`src/rtl/rps_if.sv`:
```
// Player-to-arbiter link for one rock-paper-scissors player.
interface rps_if;
  logic        start;
  logic        mode;
  logic [1:0]  fixed_move;
  logic        dut_busy;
  logic        r;
  logic        p;
  logic        s;
  logic        go;
  logic [15:0] rounds_done;
  logic        done;
  logic        err;

  // Player side: drives the move and status, receives control and busy.
  modport master (
    input  start, mode, fixed_move, dut_busy,
    output r, p, s, go, rounds_done, done, err
  );

  // Controller/arbiter side.
  modport slave (
    output start, mode, fixed_move, dut_busy,
    input  r, p, s, go, rounds_done, done, err
  );
endinterface

```
`src/rtl/rps_player.sv`:
```
// Rock-paper-scissors player: picks a move (LFSR or fixed), presents it with go,
// holds it through the arbiter's busy pulse and counts completed rounds.
module rps_player #(
  parameter logic [15:0] SEED        = 16'hACE1,
  parameter int unsigned ROUND_LIMIT = 16,
  parameter int unsigned GAP_CYCLES  = 2,
  parameter int unsigned TIMEOUT     = 64
) (
  input  logic   clk,
  input  logic   rst,
  rps_if.master  bus
);

  localparam int unsigned LFSR_W   = 16;
  localparam int unsigned CNT_W    = 16;
  localparam int unsigned TMR_W    = (TIMEOUT > 2) ? $clog2(TIMEOUT) : 1;
  localparam int unsigned GAP_W    = (GAP_CYCLES > 2) ? $clog2(GAP_CYCLES) : 1;
  localparam logic [LFSR_W-1:0] TAPS     = 16'hB400;
  localparam logic [LFSR_W-1:0] SEED_EFF = (SEED == 16'h0000) ? 16'h0001 : SEED;

  typedef enum logic [2:0] {
    S_IDLE, S_PICK, S_ARMED, S_WAIT, S_GAP, S_DONE
  } state_e;

  state_e              state_q, state_d;
  logic [LFSR_W-1:0]   lfsr_q, lfsr_d;
  logic [2:0]          move_q, move_d;   // {r, p, s}
  logic                go_q, go_d;
  logic [CNT_W-1:0]    rounds_q, rounds_d;
  logic                done_q, done_d;
  logic                err_q, err_d;
  logic [TMR_W-1:0]    timer_q, timer_d;
  logic [GAP_W-1:0]    gap_q, gap_d;

  logic [1:0]          cand_c;
  logic                cand_ok_c;
  logic [2:0]          onehot_c;
  logic                timeout_c;
  logic                gap_end_c;
  logic [CNT_W-1:0]    rounds_inc_c;
  logic                last_round_c;
  logic [LFSR_W-1:0]   lfsr_step_c;

  // Shared decode: candidate move, LFSR step, counter terminal conditions.
  always_comb begin
    cand_c       = bus.mode ? bus.fixed_move : lfsr_q[1:0];
    cand_ok_c    = bus.mode || (lfsr_q[1:0] != 2'b11);
    unique case (cand_c)
      2'b01:   onehot_c = 3'b010;
      2'b10:   onehot_c = 3'b001;
      default: onehot_c = 3'b100;   // 00 and fixed-mode 11 both mean rock
    endcase
    lfsr_step_c  = {1'b0, lfsr_q[LFSR_W-1:1]} ^ (lfsr_q[0] ? TAPS : '0);
    timeout_c    = (timer_q == TMR_W'(TIMEOUT - 1));
    gap_end_c    = (gap_q == GAP_W'(GAP_CYCLES - 1));
    rounds_inc_c = (rounds_q == '1) ? rounds_q : rounds_q + CNT_W'(1);
    last_round_c = (rounds_inc_c == CNT_W'(ROUND_LIMIT));
  end

  // State register.
  always_ff @(posedge clk or posedge rst) begin
    if (rst) state_q <= S_IDLE;
    else     state_q <= state_d;
  end

  // Next-state logic.
  always_comb begin
    state_d = state_q;
    unique case (state_q)
      S_IDLE:  if (bus.start) state_d = S_PICK;
      S_PICK:  if (cand_ok_c) state_d = S_ARMED;
      S_ARMED: begin
        if (bus.dut_busy)  state_d = S_WAIT;
        else if (timeout_c) state_d = S_IDLE;
      end
      S_WAIT: begin
        if (!bus.dut_busy) begin
          if (last_round_c)          state_d = S_DONE;
          else if (GAP_CYCLES == 0)  state_d = S_PICK;
          else                       state_d = S_GAP;
        end
      end
      S_GAP:   if (gap_end_c) state_d = S_PICK;
      S_DONE:  if (bus.start) state_d = S_PICK;
      default: state_d = S_IDLE;
    endcase
  end

  // Output / datapath next values.
  always_comb begin
    lfsr_d   = lfsr_q;
    move_d   = move_q;
    go_d     = go_q;
    rounds_d = rounds_q;
    done_d   = done_q;
    err_d    = err_q;
    timer_d  = timer_q;
    gap_d    = gap_q;
    unique case (state_q)
      S_IDLE, S_DONE: begin
        if (bus.start) begin
          rounds_d = '0;
          done_d   = 1'b0;
          err_d    = 1'b0;
        end
      end
      S_PICK: begin
        lfsr_d = lfsr_step_c;
        if (cand_ok_c) begin
          move_d  = onehot_c;
          go_d    = 1'b1;
          timer_d = '0;
        end
      end
      S_ARMED: begin
        timer_d = timer_q + TMR_W'(1);
        if (bus.dut_busy) begin
          go_d = 1'b0;
        end else if (timeout_c) begin
          go_d   = 1'b0;
          move_d = '0;
          err_d  = 1'b1;
        end
      end
      S_WAIT: begin
        if (!bus.dut_busy) begin
          move_d   = '0;
          rounds_d = rounds_inc_c;
          gap_d    = '0;
          if (last_round_c) done_d = 1'b1;
        end
      end
      S_GAP:   gap_d = gap_q + GAP_W'(1);
      default: ;
    endcase
  end

  // Datapath registers.
  always_ff @(posedge clk or posedge rst) begin
    if (rst) begin
      lfsr_q   <= SEED_EFF;
      move_q   <= '0;
      go_q     <= 1'b0;
      rounds_q <= '0;
      done_q   <= 1'b0;
      err_q    <= 1'b0;
      timer_q  <= '0;
      gap_q    <= '0;
    end else begin
      lfsr_q   <= lfsr_d;
      move_q   <= move_d;
      go_q     <= go_d;
      rounds_q <= rounds_d;
      done_q   <= done_d;
      err_q    <= err_d;
      timer_q  <= timer_d;
      gap_q    <= gap_d;
    end
  end

  assign bus.r           = move_q[2];
  assign bus.p           = move_q[1];
  assign bus.s           = move_q[0];
  assign bus.go          = go_q;
  assign bus.rounds_done = rounds_q;
  assign bus.done        = done_q;
  assign bus.err         = err_q;

endmodule
```
`src/flat_wrapper.sv`:
```
// flat-port wrapper written by rule: the top's interface ports become plain ports
module rps_player_flat 
#(
  parameter logic [15:0] SEED        = 16'hACE1,
  parameter int unsigned ROUND_LIMIT = 16,
  parameter int unsigned GAP_CYCLES  = 2,
  parameter int unsigned TIMEOUT     = 64
)
  (clk, rst, bus_start, bus_mode, bus_fixed_move, bus_dut_busy, bus_r, bus_p, bus_s, bus_go, bus_rounds_done, bus_done, bus_err);
  rps_if bus_i ();
  input  logic clk;
  input  logic rst;
  input wire logic [$bits(bus_i.start)-1:0] bus_start;
  input wire logic [$bits(bus_i.mode)-1:0] bus_mode;
  input wire logic [$bits(bus_i.fixed_move)-1:0] bus_fixed_move;
  input wire logic [$bits(bus_i.dut_busy)-1:0] bus_dut_busy;
  output wire logic [$bits(bus_i.r)-1:0] bus_r;
  output wire logic [$bits(bus_i.p)-1:0] bus_p;
  output wire logic [$bits(bus_i.s)-1:0] bus_s;
  output wire logic [$bits(bus_i.go)-1:0] bus_go;
  output wire logic [$bits(bus_i.rounds_done)-1:0] bus_rounds_done;
  output wire logic [$bits(bus_i.done)-1:0] bus_done;
  output wire logic [$bits(bus_i.err)-1:0] bus_err;
  assign bus_i.start = bus_start;
  assign bus_i.mode = bus_mode;
  assign bus_i.fixed_move = bus_fixed_move;
  assign bus_i.dut_busy = bus_dut_busy;
  assign bus_r = bus_i.r;
  assign bus_p = bus_i.p;
  assign bus_s = bus_i.s;
  assign bus_go = bus_i.go;
  assign bus_rounds_done = bus_i.rounds_done;
  assign bus_done = bus_i.done;
  assign bus_err = bus_i.err;
  rps_player #(.SEED(SEED), .ROUND_LIMIT(ROUND_LIMIT), .GAP_CYCLES(GAP_CYCLES), .TIMEOUT(TIMEOUT)) u_core (.clk(clk), .rst(rst), .bus(bus_i));
endmodule
```
`config.mk`:
```
export PLATFORM = sky130hd
export DESIGN_NAME = rps_player_flat
export DESIGN_NICKNAME = d
export VERILOG_FILES = /design/src/rtl/rps_if.sv /design/src/rtl/rps_player.sv /design/src/flat_wrapper.sv
export SDC_FILE = /design/constraint.sdc
export NUM_CORES = 1
export LEC_CHECK = 0
export ABC_AREA = 1
export CAP_MARGIN = 20
export CORE_MARGIN = 10
export CORE_UTILIZATION = 55
export DETAILED_ROUTE_END_ITERATION = 10
export MAX_ROUTING_LAYER = met4
export PLACE_DENSITY = 0.76
export SLEW_MARGIN = 20
export SYNTH_ARGS = -nofsm -noshare
export SYNTH_HDL_FRONTEND = slang
export SYNTH_SLANG_ARGS = --single-unit
```
`constraint.sdc`:
```
create_clock -name clk -period 1.8 [get_ports clk]
set_input_delay 0.18 -clock clk [delete_from_list [all_inputs] [get_ports clk]]
set_output_delay 0.18 -clock clk [all_outputs]
set_load 0.05 [all_outputs]
```
==> tab_implementation.tex <==
\begin{tabular}{lr}
\hline
Metric & Value \\
\hline
\multicolumn{2}{l}{\textbf{Status}} \\
\quad Status & complete, but fails checks \\
\quad Violated checks & setup timing \\
\multicolumn{2}{l}{\textbf{Worst setup path}} \\
\quad FF-to-FF Start & u\_core.bus.rounds\_done[1]\$\_DFFE\_PP0P\_ \\
\quad Kind of end point of the critical path & flip-flop \\
\quad WS Path Type & flip-flop to flip-flop \\
\quad Setup crit start kind & flip-flop \\
\quad Family with the most delay on the worst path & simple AND/OR/NAND/NOR gates \\
\quad Biggest fanout along the worst timing path & 8 \\
\quad Ordered cell list for the critical path & ha\_4 -> inv\_4 -> nor2\_4 -> nand2\_4 -> nor2\_4 -> nand2\_1 -> nand2\_1 -> nor2\_1 -> nand3\_1 -> nor2\_1 -> nand2\_2 -> nand2\_1 -> nand2\_1 -> nand2\_1 \\
\quad Critical-path top delay cell & sky130\_fd\_sc\_hd\_\_dfrtp\_2 \\
\quad Critical Path Max Stage Delay & 0.42 ns \\
\quad Start point of the critical path & u\_core.bus.rounds\_done[1]\$\_DFFE\_PP0P\_ \\
\quad Terminus of the critical flop-to-flop path & u\_core.state\_q[0]\$\_DFFE\_PP0P\_ \\
\quad Logic depth of the worst register-to-register path & 14 \\
\quad Endpoint required time on the critical path & 1.98 ns \\
\quad CP most frequent cell & sky130\_fd\_sc\_hd\_\_nand2\_1 \\
\quad Worst R2R Setup Slack & -0.007 ns \\
\quad Crit path to & u\_core.state\_q[0]\$\_DFFE\_PP0P\_ \\
\quad Total buffers and inverters traversed by the critical path & 1 \\
\quad Critical path depth & 14 \\
\quad Data arrival time at the worst-slack endpoint & 1.99 ns \\
\multicolumn{2}{l}{\textbf{Synthesis}} \\
\quad Sequential share of the synthesized area & 45.13\% \\
\quad Count of warnings emitted by yosys & 0 \\
\quad Top cells by area, synth & sky130\_fd\_sc\_hd\_\_dfrtp\_1 (37\%), sky130\_fd\_sc\_hd\_\_nand2\_1 (13\%), sky130\_fd\_sc\_hd\_\_dfstp\_2 (7.8\%) \\
\quad EDFF count, synth & 0 \\
\quad Proportion of synthesized area in mux cells & 0\% \\
\quad Gate Count Post-Synth & 350 \\
\quad Post-synthesis share of cell area spent on xor and xnor gates & 3.263\% \\
\quad Mapped Area & 2684 um\^{}2 \\
\quad Predominant post-synthesis flop cell & sky130\_fd\_sc\_hd\_\_dfrtp\_1 \\
\quad Share of synthesized cell area in full adder, half adder and majority cells & 1.865\% \\
\quad Flip-flop and latch count after synthesis & 48 \\
\quad Count of distinct cell types in the synthesized netlist & 32 \\
\quad Dominant combinational cell family by area after synthesis & simple AND/OR/NAND/NOR gates \\
\quad Synthesized-area fraction occupied by and/or/nand/nor cells & 31.52\% \\
\quad Share of synthesized flip-flops with an asynchronous set or reset & 100.0\% \\
\quad Cell type with the largest total area after synthesis & sky130\_fd\_sc\_hd\_\_dfrtp\_1 \\
\quad Area fraction of the dominant cell type after synthesis & 37.30\% \\
\quad Post-Synthesis Mean Instance Area & 7.668 um\^{}2 \\
\quad Post-synthesis net count & 361 \\
\quad Area fraction in compound gates after synthesis & 10.86\% \\
\multicolumn{2}{l}{\textbf{Routing}} \\
\quad Routed via count divided by cell count & 5.347 \\
\quad Number of search-and-repair iterations in the first detailed-routing pass & 4 \\
\quad Number of violations reported at the end of detailed-routing iteration 0 & 156 \\
\quad Total via count after detailed routing & 2513 \\
\quad Post-Route WL & 6803 um \\
\quad Average wire per cell in the routed design & 14.47 um \\
\quad DRC violations left & 0 \\
\quad Post-route ant nets & 0 \\
\multicolumn{2}{l}{\textbf{Pwr}} \\
\quad Proportion of power drawn by the clock network & 20.4\% \\
\quad Internal power component & 2.216 mW \\
\quad Standby leakage power & 1.578 nW \\
\quad Reported net switching power & 1.603 mW \\
\quad Max VDD drop & 0.0009905 V \\
\quad Total Power Consumption & 3.819 mW \\
\quad Portion of total power attributed to combinational logic & 44.7\% \\
\quad Relative contribution of sequential cells to total power & 34.9\% \\
\quad Power density relative to cell area & 1114 nW/um\^{}2 \\
\quad Switching share of total power & 41.97\% \\
\multicolumn{2}{l}{\textbf{Finish}} \\
\quad Number of nets at the end of the flow & 413 \\
\quad Antenna diodes & 0 \\
\quad Proportion of layout cells with a drive suffix above 1 & 24.81\% \\
\quad Most frequent cells in the layout & sky130\_fd\_sc\_hd\_\_nand2\_1 (88), sky130\_fd\_sc\_hd\_\_inv\_1 (36), sky130\_fd\_sc\_hd\_\_nor2\_1 (30), sky130\_fd\_sc\_hd\_\_nand3\_1 (29), sky130\_fd\_sc\_hd\_\_dfrtp\_1 (29) \\
\quad Commonest non-fill, non-tap cell in the layout & sky130\_fd\_sc\_hd\_\_nand2\_1 \\
\quad Layout fillers & 363 \\
\quad Area delta synth->final & 27.69\% \\
\multicolumn{2}{l}{\textbf{Timing}} \\
\quad Share of the clock period used by the worst path & 100.4\% \\
\quad Worst-Margin Slew & 0.5082 ns \\
\quad Number of hold violations in the final report & 0 \\
\quad Relative max-transition margin & 66.07\% \\
\quad Final number of max-transition violations & 0 \\
\quad Setup repair after global routing missed its margin & true \\
\quad Final setup margin & -0.006720 ns \\
\quad Shortest period the worst path allows & 1.807 ns \\
\quad Setup skew after layout & 0.009400 ns \\
\quad Timing-limited maximum frequency & 553.5 MHz \\
\quad Final setup fails & 1 \\
\multicolumn{2}{l}{\textbf{Clocking}} \\
\quad Root cell of the clock tree & sky130\_fd\_sc\_hd\_\_clkbuf\_8 \\
\quad TritonCTS sink count & 48 \\
\quad Clock Pin Slew Worst Setup and Hold Paths & 0.09 ns \\
\quad TritonCTS Buffers & 5 \\
\quad Htree depth & 2 \\
\quad TritonCTS clock tree & done \\
\quad Worst-Skew Late Latency & 0.30 ns \\
\quad CTS Buffer Depth & 2 \\
\quad Number of hold buffers added after cts & 0 \\
\multicolumn{2}{l}{\textbf{Placement}} \\
\quad Routability cong. & 0.9904 \\
\quad Post-detail-place hpwl & 4843 um \\
\quad Number of I/O port buffers & 28 \\
\quad Placement-stage worst setup slack & -0.04368 ns \\
\multicolumn{2}{l}{\textbf{Floorplan}} \\
\quad Number of ports placed on the die boundary & 29 \\
\quad Total number of placement rows & 25 \\
\quad Chip width & 89.86 um \\
\quad Area of the die & 8074 um\^{}2 \\
\quad Die height & 89.86 um \\
\quad Core area & 4723 um\^{}2 \\
\quad Initial core utilization & 56.82\% \\
\multicolumn{2}{l}{\textbf{Global routing}} \\
\quad First-pass GRT wire length & 11350 um \\
\quad GRT overflow & 0 \\
\quad GRT Resource Usage Total & 16.95\% \\
\quad GR met2 Demand/Resource & 29.54\% \\
\quad Number of antenna violations at the first check in global routing & 0 \\
\quad Met3 Track Usage GR & 3.159\% \\
\quad Via count of the first global-routing pass & 2479 \\
\quad Global-route track usage on met1 & 18.92\% \\
\quad Most heavily used metal layer in global routing & met2 \\
\quad Pin count of the biggest net entering global routing & 37 \\
\multicolumn{2}{l}{\textbf{Job}} \\
\quad Count of maximum capacitance violations & 0 \\
\multicolumn{2}{l}{\textbf{Worst hold path}} \\
\quad Min-Delay Path Class & primary input to asynchronous set/reset pin \\
\hline
\end{tabular}
==> metrics by stage <==
step                      cells  instance area, um^2   TNS (ns)  hold WS (ns)  util [%]
after global routing        470                 3427    -0.1945        0.1696     72.56
final                       470                 3427  -0.006720        0.1465     72.56
after floorplan             350                 2708          0        0.4422         -
after detailed placement    449                 3124   -0.06592        0.4613     66.15
after global placement      449                 3124   -0.03068        0.4518     66.15
after CTS                   461                 3272          0        0.1541     69.27
==> worst reg2reg max path: stages, from the launching register on <==
cell and delay [ns]:
sky130_fd_sc_hd__dfrtp_2 0.42, sky130_fd_sc_hd__ha_4 0.17, sky130_fd_sc_hd__inv_4 0.04, sky130_fd_sc_hd__nor2_4 0.15, sky130_fd_sc_hd__nand2_4 0.10, sky130_fd_sc_hd__nor2_4 0.23, sky130_fd_sc_hd__nand2_1 0.09, sky130_fd_sc_hd__nand2_1 0.09
sky130_fd_sc_hd__nor2_1 0.05, sky130_fd_sc_hd__nand3_1 0.06, sky130_fd_sc_hd__nor2_1 0.05, sky130_fd_sc_hd__nand2_2 0.07, sky130_fd_sc_hd__nand2_1 0.05, sky130_fd_sc_hd__nand2_1 0.06, sky130_fd_sc_hd__nand2_1 0.05
==> flip-flops by register name, summed over array words and instances (netlist names) <==
name and flops:
u_core.move_q 3, u_core.timer_q 6, u_core.lfsr_q 16, u_core.bus.done 1
u_core.bus.err 1, u_core.bus.go 1, u_core.state_q 3, u_core.gap_end_c 1
u_core.bus.rounds_done 16
==> synth_stat cells (3+ instances only) <==
| master | count |
|---|---|
| sky130_fd_sc_hd__nand4_1 | 5 |
| sky130_fd_sc_hd__nand2_2 | 4 |
| sky130_fd_sc_hd__nor3_1 | 6 |
| sky130_fd_sc_hd__nand2_1 | 92 |
| sky130_fd_sc_hd__o21ai_0 | 25 |
| sky130_fd_sc_hd__inv_1 | 37 |
| sky130_fd_sc_hd__o22ai_1 | 5 |
| sky130_fd_sc_hd__nor2_1 | 38 |
| sky130_fd_sc_hd__dfrtp_1 | 40 |
| sky130_fd_sc_hd__ha_1 | 4 |
| sky130_fd_sc_hd__o22ai_2 | 3 |
| sky130_fd_sc_hd__dfstp_2 | 8 |
| sky130_fd_sc_hd__inv_2 | 5 |
| sky130_fd_sc_hd__xor2_1 | 10 |
| sky130_fd_sc_hd__nand3_1 | 31 |
| sky130_fd_sc_hd__clkbuf_1 | 4 |
| sky130_fd_sc_hd__nor2_4 | 4 |
| sky130_fd_sc_hd__nand2_4 | 3 |
| sky130_fd_sc_hd__o21ai_1 | 9 |
==> routing by layer <==
metal,up-vias,share of wire [%]
li1,1232,-
met1,1181,42
met2,87,51
met3,13,5.4
met4,0,1.8
met5,-,0
==> what timing repair did <==
action | CTS | global route
pin swaps | 3 | 13
setup buffers | 4 | 9
setup endpoints to repair | 2 | 15
gates resized for setup | 3 | 25
==> worst min-delay path by stage <==
stage | endpoint | slack (ns)
2_1_floorplan | u_core.lfsr_q[2]$_DFFE_PP0N_ | 0.44
3_3_place_gp | u_core.lfsr_q[7]$_DFFE_PP1N_ | 0.45
3_5_place_dp | u_core.lfsr_q[5]$_DFFE_PP1N_ | 0.46
4_1_cts | u_core.bus.rounds_done[3]$_DFFE_PP0P_ | 0.15
5_1_grt | u_core.bus.rounds_done[10]$_DFFE_PP0P_ | 0.17
6_report | u_core.bus.rounds_done[3]$_DFFE_PP0P_ | 0.15
==> cells by family after synthesis <==
| kind of cell | Yosys count |
|---|---|
| buffers and inverters | 50 |
| xor gates and xnor gates | 10 |
| and+or+nand+nor | 189 |
| adders and majority gates | 4 |
| DFF | 48 |
| AOI/OAI and AO/OA | 49 |
==> final cells by class <==
| cell class | instances | area, um^2 | area share, % |
|---|---|---|---|
| Multi-Input combinational cell | 252 | 1375 | 40.12 |
| Sequential cell | 48 | 1225 | 35.74 |
| Timing Repair Buffer | 53 | 473.0 | 13.80 |
| Inverter | 42 | 162.7 | 4.746 |
| Tap cell | 67 | 83.83 | 2.446 |
| Clock buffer | 6 | 72.57 | 2.118 |
| Clock inverter | 2 | 35.03 | 1.022 |
==> power by group through the flow <==
stage	sequential (mW)	clock [mW]	combinational, mW
4_1_cts	1.33	0.793	1.58
5_1_grt	1.36	0.837	1.88
2_1_floorplan	1.57	0	0.850
6_report	1.33	0.778	1.71
3_5_place_dp	1.36	0	1.53
3_3_place_gp	1.36	0	1.51
Power figures use the tool's default switching activity.
